`src/rtl/mret_sequencer.sv`:
```
// rtl/mret_sequencer.sv - MRET return sequencer: reads mstatus/mepc, rewrites mstatus, redirects fetch
//
// Optional feature macro: MRET_PRIV_CHECK_EN
//   defined   : an MRET accepted below M-mode raises ILLEGAL_INSTRUCTION (cause 2,
//               tval = instruction bits) one cycle after acceptance, with no CSR traffic.
//   undefined : the sequence runs regardless of privilege; exc_* outputs are tied to 0.
//
// Ports:
//   clk_i, rst_i                      clock, synchronous active-high reset
//   mret_valid_i / mret_ready_o       MRET request handshake from issue
//   mret_insn_i, current_priv_i       instruction bits and current privilege level
//   kill_i                            pipeline flush; aborts an MRET that is not yet committed
//   csr_req_valid_o / csr_req_ready_i CSR request handshake (csr_cmd_o, csr_addr_o, csr_wdata_o)
//   csr_rsp_valid_i, csr_rdata_i      CSR response
//   redirect_valid_o, redirect_pc_o,
//   new_priv_o                        one-cycle fetch redirect to mepc at the restored privilege
//   exc_valid_o, exc_cause_o,
//   exc_tval_o                        one-cycle exception report (privilege check only)
//   busy_o                            high whenever a sequence is in flight
module mret_sequencer #(
    parameter int MXLEN = 64
) (
    input  logic             clk_i,
    input  logic             rst_i,
    input  logic             mret_valid_i,
    output logic             mret_ready_o,
    input  logic [31:0]      mret_insn_i,
    input  logic [1:0]       current_priv_i,
    input  logic             kill_i,
    output logic             csr_req_valid_o,
    input  logic             csr_req_ready_i,
    output logic [3:0]       csr_cmd_o,
    output logic [11:0]      csr_addr_o,
    output logic [MXLEN-1:0] csr_wdata_o,
    input  logic             csr_rsp_valid_i,
    input  logic [MXLEN-1:0] csr_rdata_i,
    output logic             redirect_valid_o,
    output logic [MXLEN-1:0] redirect_pc_o,
    output logic [1:0]       new_priv_o,
    output logic             exc_valid_o,
    output logic [MXLEN-1:0] exc_cause_o,
    output logic [MXLEN-1:0] exc_tval_o,
    output logic             busy_o
);

    localparam logic [3:0]  CMD_READ_ONLY      = 4'b0101;
    localparam logic [3:0]  CMD_WRITE_AND_READ = 4'b0001;
    localparam logic [11:0] ADDR_MSTATUS       = 12'h300;
    localparam logic [11:0] ADDR_MEPC          = 12'h341;
    localparam logic [1:0]  PRIV_U             = 2'b00;
    localparam logic [1:0]  PRIV_RSVD          = 2'b10;
    localparam logic [1:0]  PRIV_M             = 2'b11;

    typedef enum logic [3:0] {
        S_IDLE,
        S_RD_STATUS,
        S_WT_STATUS,
        S_RD_EPC,
        S_WT_EPC,
        S_WR_STATUS,
        S_WT_WR,
        S_REDIRECT,
        S_EXC
    } state_t;

    state_t           state_q;
    logic             kill_pend_q;
    logic [MXLEN-1:0] mstatus_q;
    logic [MXLEN-1:0] mepc_q;

    logic             csr_req_valid_q;
    logic [3:0]       csr_cmd_q;
    logic [11:0]      csr_addr_q;
    logic [MXLEN-1:0] csr_wdata_q;
    logic             redirect_valid_q;
    logic [MXLEN-1:0] redirect_pc_q;
    logic [1:0]       new_priv_q;

    logic             accept;
    logic             req_hs;
    logic             priv_ok;
    logic [1:0]       old_mpp;
    logic [MXLEN-1:0] mstatus_wr_d;

    // Kill wins over a coincident request in IDLE.
    assign accept  = (state_q == S_IDLE) && mret_valid_i && !kill_i && !rst_i;
    assign req_hs  = csr_req_valid_q && csr_req_ready_i;
    assign old_mpp = mstatus_q[12:11];

    // mstatus after return: MIE <= MPIE, MPIE <= 1, MPP <= U, MPRV cleared when leaving to below M.
    always_comb begin
        mstatus_wr_d        = mstatus_q;
        mstatus_wr_d[3]     = mstatus_q[7];
        mstatus_wr_d[7]     = 1'b1;
        mstatus_wr_d[12:11] = PRIV_U;
        if (old_mpp != PRIV_M) begin
            mstatus_wr_d[17] = 1'b0;
        end
    end

`ifdef MRET_PRIV_CHECK_EN
    logic             exc_valid_q;
    logic [MXLEN-1:0] exc_cause_q;
    logic [MXLEN-1:0] exc_tval_q;

    assign priv_ok     = (current_priv_i == PRIV_M);
    assign exc_valid_o = exc_valid_q && !rst_i;
    assign exc_cause_o = rst_i ? '0 : exc_cause_q;
    assign exc_tval_o  = rst_i ? '0 : exc_tval_q;
`else
    logic unused_priv_inputs;

    assign priv_ok            = 1'b1;
    assign unused_priv_inputs = ^{current_priv_i, mret_insn_i};
    assign exc_valid_o        = 1'b0;
    assign exc_cause_o        = '0;
    assign exc_tval_o         = '0;
`endif

    // Outputs are registered, and additionally forced low during the reset cycle itself.
    assign mret_ready_o     = (state_q == S_IDLE) && !rst_i;
    assign busy_o           = (state_q != S_IDLE) && !rst_i;
    assign csr_req_valid_o  = csr_req_valid_q && !rst_i;
    assign csr_cmd_o        = rst_i ? '0 : csr_cmd_q;
    assign csr_addr_o       = rst_i ? '0 : csr_addr_q;
    assign csr_wdata_o      = rst_i ? '0 : csr_wdata_q;
    assign redirect_valid_o = redirect_valid_q && !rst_i;
    assign redirect_pc_o    = rst_i ? '0 : redirect_pc_q;
    assign new_priv_o       = rst_i ? '0 : new_priv_q;

    always_ff @(posedge clk_i) begin
        if (rst_i) begin
            state_q          <= S_IDLE;
            kill_pend_q      <= 1'b0;
            mstatus_q        <= '0;
            mepc_q           <= '0;
            csr_req_valid_q  <= 1'b0;
            csr_cmd_q        <= '0;
            csr_addr_q       <= '0;
            csr_wdata_q      <= '0;
            redirect_valid_q <= 1'b0;
            redirect_pc_q    <= '0;
            new_priv_q       <= '0;
`ifdef MRET_PRIV_CHECK_EN
            exc_valid_q      <= 1'b0;
            exc_cause_q      <= '0;
            exc_tval_q       <= '0;
`endif
        end else begin
            // Redirect and exception reports are single-cycle pulses.
            redirect_valid_q <= 1'b0;
            redirect_pc_q    <= '0;
            new_priv_q       <= '0;
`ifdef MRET_PRIV_CHECK_EN
            exc_valid_q      <= 1'b0;
            exc_cause_q      <= '0;
            exc_tval_q       <= '0;
`endif
            case (state_q)
                S_IDLE: begin
                    kill_pend_q <= 1'b0;
                    if (accept) begin
                        if (priv_ok) begin
                            state_q         <= S_RD_STATUS;
                            csr_req_valid_q <= 1'b1;
                            csr_cmd_q       <= CMD_READ_ONLY;
                            csr_addr_q      <= ADDR_MSTATUS;
                            csr_wdata_q     <= '0;
                        end else begin
                            state_q <= S_EXC;
`ifdef MRET_PRIV_CHECK_EN
                            exc_valid_q <= 1'b1;
                            exc_cause_q <= MXLEN'(2);
                            exc_tval_q  <= MXLEN'(mret_insn_i);
`endif
                        end
                    end
                end
                S_RD_STATUS, S_RD_EPC: begin
                    if (req_hs) begin
                        // A kill coinciding with the handshake cannot recall the read;
                        // remember it and drain the response first.
                        state_q         <= (state_q == S_RD_STATUS) ? S_WT_STATUS : S_WT_EPC;
                        kill_pend_q     <= kill_i;
                        csr_req_valid_q <= 1'b0;
                        csr_cmd_q       <= '0;
                        csr_addr_q      <= '0;
                    end else if (kill_i) begin
                        state_q         <= S_IDLE;
                        csr_req_valid_q <= 1'b0;
                        csr_cmd_q       <= '0;
                        csr_addr_q      <= '0;
                    end
                end
                S_WT_STATUS: begin
                    if (csr_rsp_valid_i) begin
                        mstatus_q <= csr_rdata_i;
                        if (kill_pend_q || kill_i) begin
                            state_q <= S_IDLE;
                        end else begin
                            state_q         <= S_RD_EPC;
                            csr_req_valid_q <= 1'b1;
                            csr_cmd_q       <= CMD_READ_ONLY;
                            csr_addr_q      <= ADDR_MEPC;
                            csr_wdata_q     <= '0;
                        end
                    end else if (kill_i) begin
                        kill_pend_q <= 1'b1;
                    end
                end
                S_WT_EPC: begin
                    if (csr_rsp_valid_i) begin
                        // mepc is held with bit 0 already cleared.
                        mepc_q <= {csr_rdata_i[MXLEN-1:1], 1'b0};
                        if (kill_pend_q || kill_i) begin
                            state_q <= S_IDLE;
                        end else begin
                            state_q         <= S_WR_STATUS;
                            csr_req_valid_q <= 1'b1;
                            csr_cmd_q       <= CMD_WRITE_AND_READ;
                            csr_addr_q      <= ADDR_MSTATUS;
                            csr_wdata_q     <= mstatus_wr_d;
                        end
                    end else if (kill_i) begin
                        kill_pend_q <= 1'b1;
                    end
                end
                S_WR_STATUS: begin
                    // The write handshake commits the MRET; kill is ignored from then on.
                    if (req_hs || kill_i) begin
                        state_q         <= req_hs ? S_WT_WR : S_IDLE;
                        csr_req_valid_q <= 1'b0;
                        csr_cmd_q       <= '0;
                        csr_addr_q      <= '0;
                        csr_wdata_q     <= '0;
                    end
                end
                S_WT_WR: begin
                    if (csr_rsp_valid_i) begin
                        state_q          <= S_REDIRECT;
                        redirect_valid_q <= 1'b1;
                        redirect_pc_q    <= mepc_q;
                        new_priv_q       <= (old_mpp == PRIV_RSVD) ? PRIV_U : old_mpp;
                    end
                end
                S_REDIRECT: state_q <= S_IDLE;
                S_EXC:      state_q <= S_IDLE;
                default:    state_q <= S_IDLE;
            endcase
        end
    end

endmodule

```
`config.mk`:
```
export PLATFORM = sky130hd
export DESIGN_NAME = mret_sequencer
export DESIGN_NICKNAME = d
export VERILOG_FILES = /design/src/rtl/mret_sequencer.sv
export SDC_FILE = /design/constraint.sdc
export NUM_CORES = 1
export LEC_CHECK = 0
export BUFFER_PORTS_ARGS = -buffer_cell sky130_fd_sc_hd__buf_4
export CAP_MARGIN = 20
export CORE_MARGIN = 3
export CORE_UTILIZATION = 45
export DETAILED_ROUTE_END_ITERATION = 10
export PLACE_DENSITY = 0.73
export REMOVE_ABC_BUFFERS = 1
export SLEW_MARGIN = 20
export SYNTH_ARGS = -nofsm -noshare
export SYNTH_HDL_FRONTEND = slang
export SYNTH_SLANG_ARGS = --single-unit
```
`constraint.sdc`:
```
create_clock -name clk_i -period 2.6 [get_ports clk_i]
set_clock_uncertainty 0.1 [all_clocks]
set_input_delay 0.26 -clock clk_i [delete_from_list [all_inputs] [get_ports clk_i]]
set_output_delay 0.26 -clock clk_i [all_outputs]
set_load 0.05 [all_outputs]
```
==> metrics.txt <==
first-pass GRT wire length=42000 µm; fin util=0.581; CTS tree=yes; Worst-Skew Late Latency=0.53 ns; Synth Register Bits=263; RD Place Congestion=0.779; pwr dens=630 nW/µm²; Most common cell on crit path=buf_4; Worst Setup EP=busy_o; setup slack, reg-to-reg=0.43 ns; total negative slack=0 ns; Reg clk slew, reported paths=0.06 ns; Worst setup EP type=primary output; Fin. Hold Viols=0; post-synthesis compound-gate area fraction=0.115; Total GRT Usage=0.193; adder and majority cell fraction of the synthesized area=0.00297; CP Data Required Time=2.24 ns; LEAKAGE=0.00601 µW; DRC=0; Synth Area per Inst=8.22 µm²; drt wl/cell=14.4 µm; clock sinks=263; DR pass1 iterations=5; final instance area=13700 µm²; CP startpoint kind=flop; Peak VDD IR=0.469 mV; H-tree levels=1; total grt overflow=0; Post-Synth XOR/XNOR Area=0.000799; simple-gate area share of the yosys netlist=0.260; Synth Instances=1333; final hold slack=0.0891 ns; CTS Buffer Depth=3; Max-slew headroom=0.390; register area share after synthesis=0.481; via count=8853; Reg-to-Reg Start=state_q[1]; I/O pin count=383; largest family of logic cells by synthesized area=simple AND/OR/NAND/NOR gates; Root Driver=clkbuf_16; via density per instance=4.67; status=complete, no violations; Slew Limit Fails=0; reg2reg end=state_q[2]; final setup vio count=0; Core ar.=23700 µm²; Critical Path AT=1.88 ns; Syn. warnings=0; row cnt=56; Reg2Reg Depth=6; post-DP HPWL=16500 µm; Synth Cell Area=11000 µm²; Die Footprint=26300 µm²; Area after DPL=12300 µm²; share of post-route cells with drive strength above 1=0.180; highest fanout seen on the critical path=11; area grow syn2layout=25.5%; Initial Util=0.463; initial antenna violation count=2; Fillers=2141; post-cts repair resize count=0; Worst Hold Class=primary input to flop; drt total wl=27200 µm; nets=1659; post-synthesis mux area share=0.00103; CP max-delay cell=dfxtp_1; post-route ant nets=0; final worst path period share=0.860; Post-synth ARST share=0; CP startpoint=state_q[1]; largest net degree at the start of global routing=72; CP Class=flop to primary output; CP max stage delay=0.64 ns; initial DRC count=379; post-layout minimum cycle time=2.24 ns; Yosys cell types=43; Post-synth top flop=dfxtp_1; placed insts=1781; max cap viols=0; Post-synth EDFFs=0; chip width=162 µm; PortBufs=206; Worst Tran Pin Value=0.915 ns; RSZ-0062 raised after global routing=false; TritonCTS buffer count=27; final std cells w/o fill=1895; vias in the first global route=8193; Die Y=162 µm; critical-path cell list=buf_4, nor3_1, nor2_1, buf_4; fmax=447 MHz
synth_stat cells, types with 2 or more instances:
master    count  area [µm²]
nor3_1        4        20.0
a211o_1       2        17.5
clkbuf_1     62         233
dfxtp_1     263        5270
nand2_1     375        1410
buf_2        32         160
nor2_1       12        45.0
buf_6         2        22.5
and2_1       64         400
inv_1         6        22.5
maj3_2        2        22.5
nand3_1       2        10.0
o31ai_1      63         473
and3_1        3        18.8
nor3_2        2        20.0
o21ai_0       4        20.0
a21oi_1     129         646
o21ba_1       2        20.0
nand2b_1      6        37.5
nor2b_1     130         813
buf_4       145        1090
nor4_1        2        12.5
layer usage:
layer  part of all wire  vias to the layer above  GRT usage
met1               0.41                     4062      0.237
li1                   -                     4427          -
met4              0.029                        0     0.0601
met5                  0                        -          0
met3              0.071                       44     0.0375
met2               0.49                      320      0.341
what timing repair did:
| item | 4_1_cts | 5_1_grt |
|---|---|---|
| hold buffers | 64 | 0 |
| setup buffers | 0 | 0 |
| hold endpoints to repair | 126 | 0 |
kinds of logic (layout without fill, tap and decap cells):
family | Yosys count | count (layout)
buffers and inverters | 248 | 348
other | 1 | 144
flip-flops | 263 | 263
AND/OR/NAND/NOR | 606 | 606
multiplexers | 1 | 1
adder cells (fa/ha/maj) | 3 | 3
AO/OA/AOI/OAI | 210 | 210
XOR/XNOR | 1 | 1
how the worst min path moves through the flow:
| stage | start | endpoint | slack (ns) | cells after the start |
|---|---|---|---|---|
| 6_report | csr_req_ready_i | state_q[1] | 0.09 | 5 |
| 5_1_grt | csr_req_ready_i | state_q[1] | 0.11 | 5 |
| 4_1_cts | csr_req_ready_i | state_q[1] | 0.06 | 5 |
| 3_5_place_dp | mstatus_q[50] | csr_wdata_q[50] | 0.33 | 2 |
| 3_3_place_gp | mstatus_q[2] | csr_wdata_q[2] | 0.32 | 2 |
| 2_1_floorplan | rst_i | mepc_q[10] | 0.23 | 1 |
stage by stage:
stage               power (µW)  setup slack [ns]
global route              8930             0.279
global placement          5000             0.550
CTS                       8730             0.359
finish                    8660             0.364
floorplan                 4730             -2.27
detailed placement        5000             0.515
final cells by class:
type	instances	area [µm²]	share of cell area
sequential	263	5270	0.383
multi-input combinational	963	4750	0.345
timing repair buffer	294	2460	0.179
clock buffer	42	812	0.0591
tap	319	399	0.0290
clock inverter	6	33.8	0.00246
inverter	6	22.5	0.00164
antenna	2	5.00	0.000364
placed cells by master (no fill, tap or decap), types with 4 or more instances in the layout:
| cell type | netlist | routed |
|---|---|---|
| nor3_1 | 4 | 4 |
| buf_12 | 0 | 7 |
| buf_4 | 145 | 222 |
| nor2_1 | 12 | 11 |
| nor2b_1 | 130 | 130 |
| and2_1 | 64 | 64 |
| o21ai_0 | 4 | 4 |
| clkbuf_8 | 0 | 9 |
| dlygate4sd3_1 | 0 | 64 |
| nand2b_1 | 6 | 6 |
| clkbuf_1 | 62 | 7 |
| clkbuf_16 | 0 | 27 |
| conb_1 | 1 | 142 |
| a21oi_1 | 129 | 129 |
| o31ai_1 | 63 | 63 |
| inv_1 | 6 | 6 |
| dfxtp_1 | 263 | 263 |
| nand2_1 | 375 | 375 |
| clkinv_2 | 0 | 5 |
sequential cells by signal, indices dropped and copies added (netlist names):
name / flops
csr_wdata_q: 62
state_q: 3
redirect_valid_q: 1
kill_pend_q: 1
new_priv_q: 2
csr_req_valid_q: 1
mstatus_q: 63
csr_cmd_q: 2
redirect_pc_q: 63
mepc_q: 63
csr_addr_q: 2
critical path, delay by kind of cell, from the launching register on:
kind	cells	cell delay, ns
DFF	1	0.64
buffers and inverters	2	0.48
and+or+nand+nor	2	0.23
report_power, final:
| part | internal [µW] | leakage [µW] | total [µW] | switching [µW] |
|---|---|---|---|---|
| Sequential | 4040 | 0.00212 | 4050 | 9.05 |
| Combinational | 199 | 0.00347 | 947 | 749 |
| Clock | 2130 | 0.000423 | 3650 | 1520 |
(Power assumes the default switching activity.)
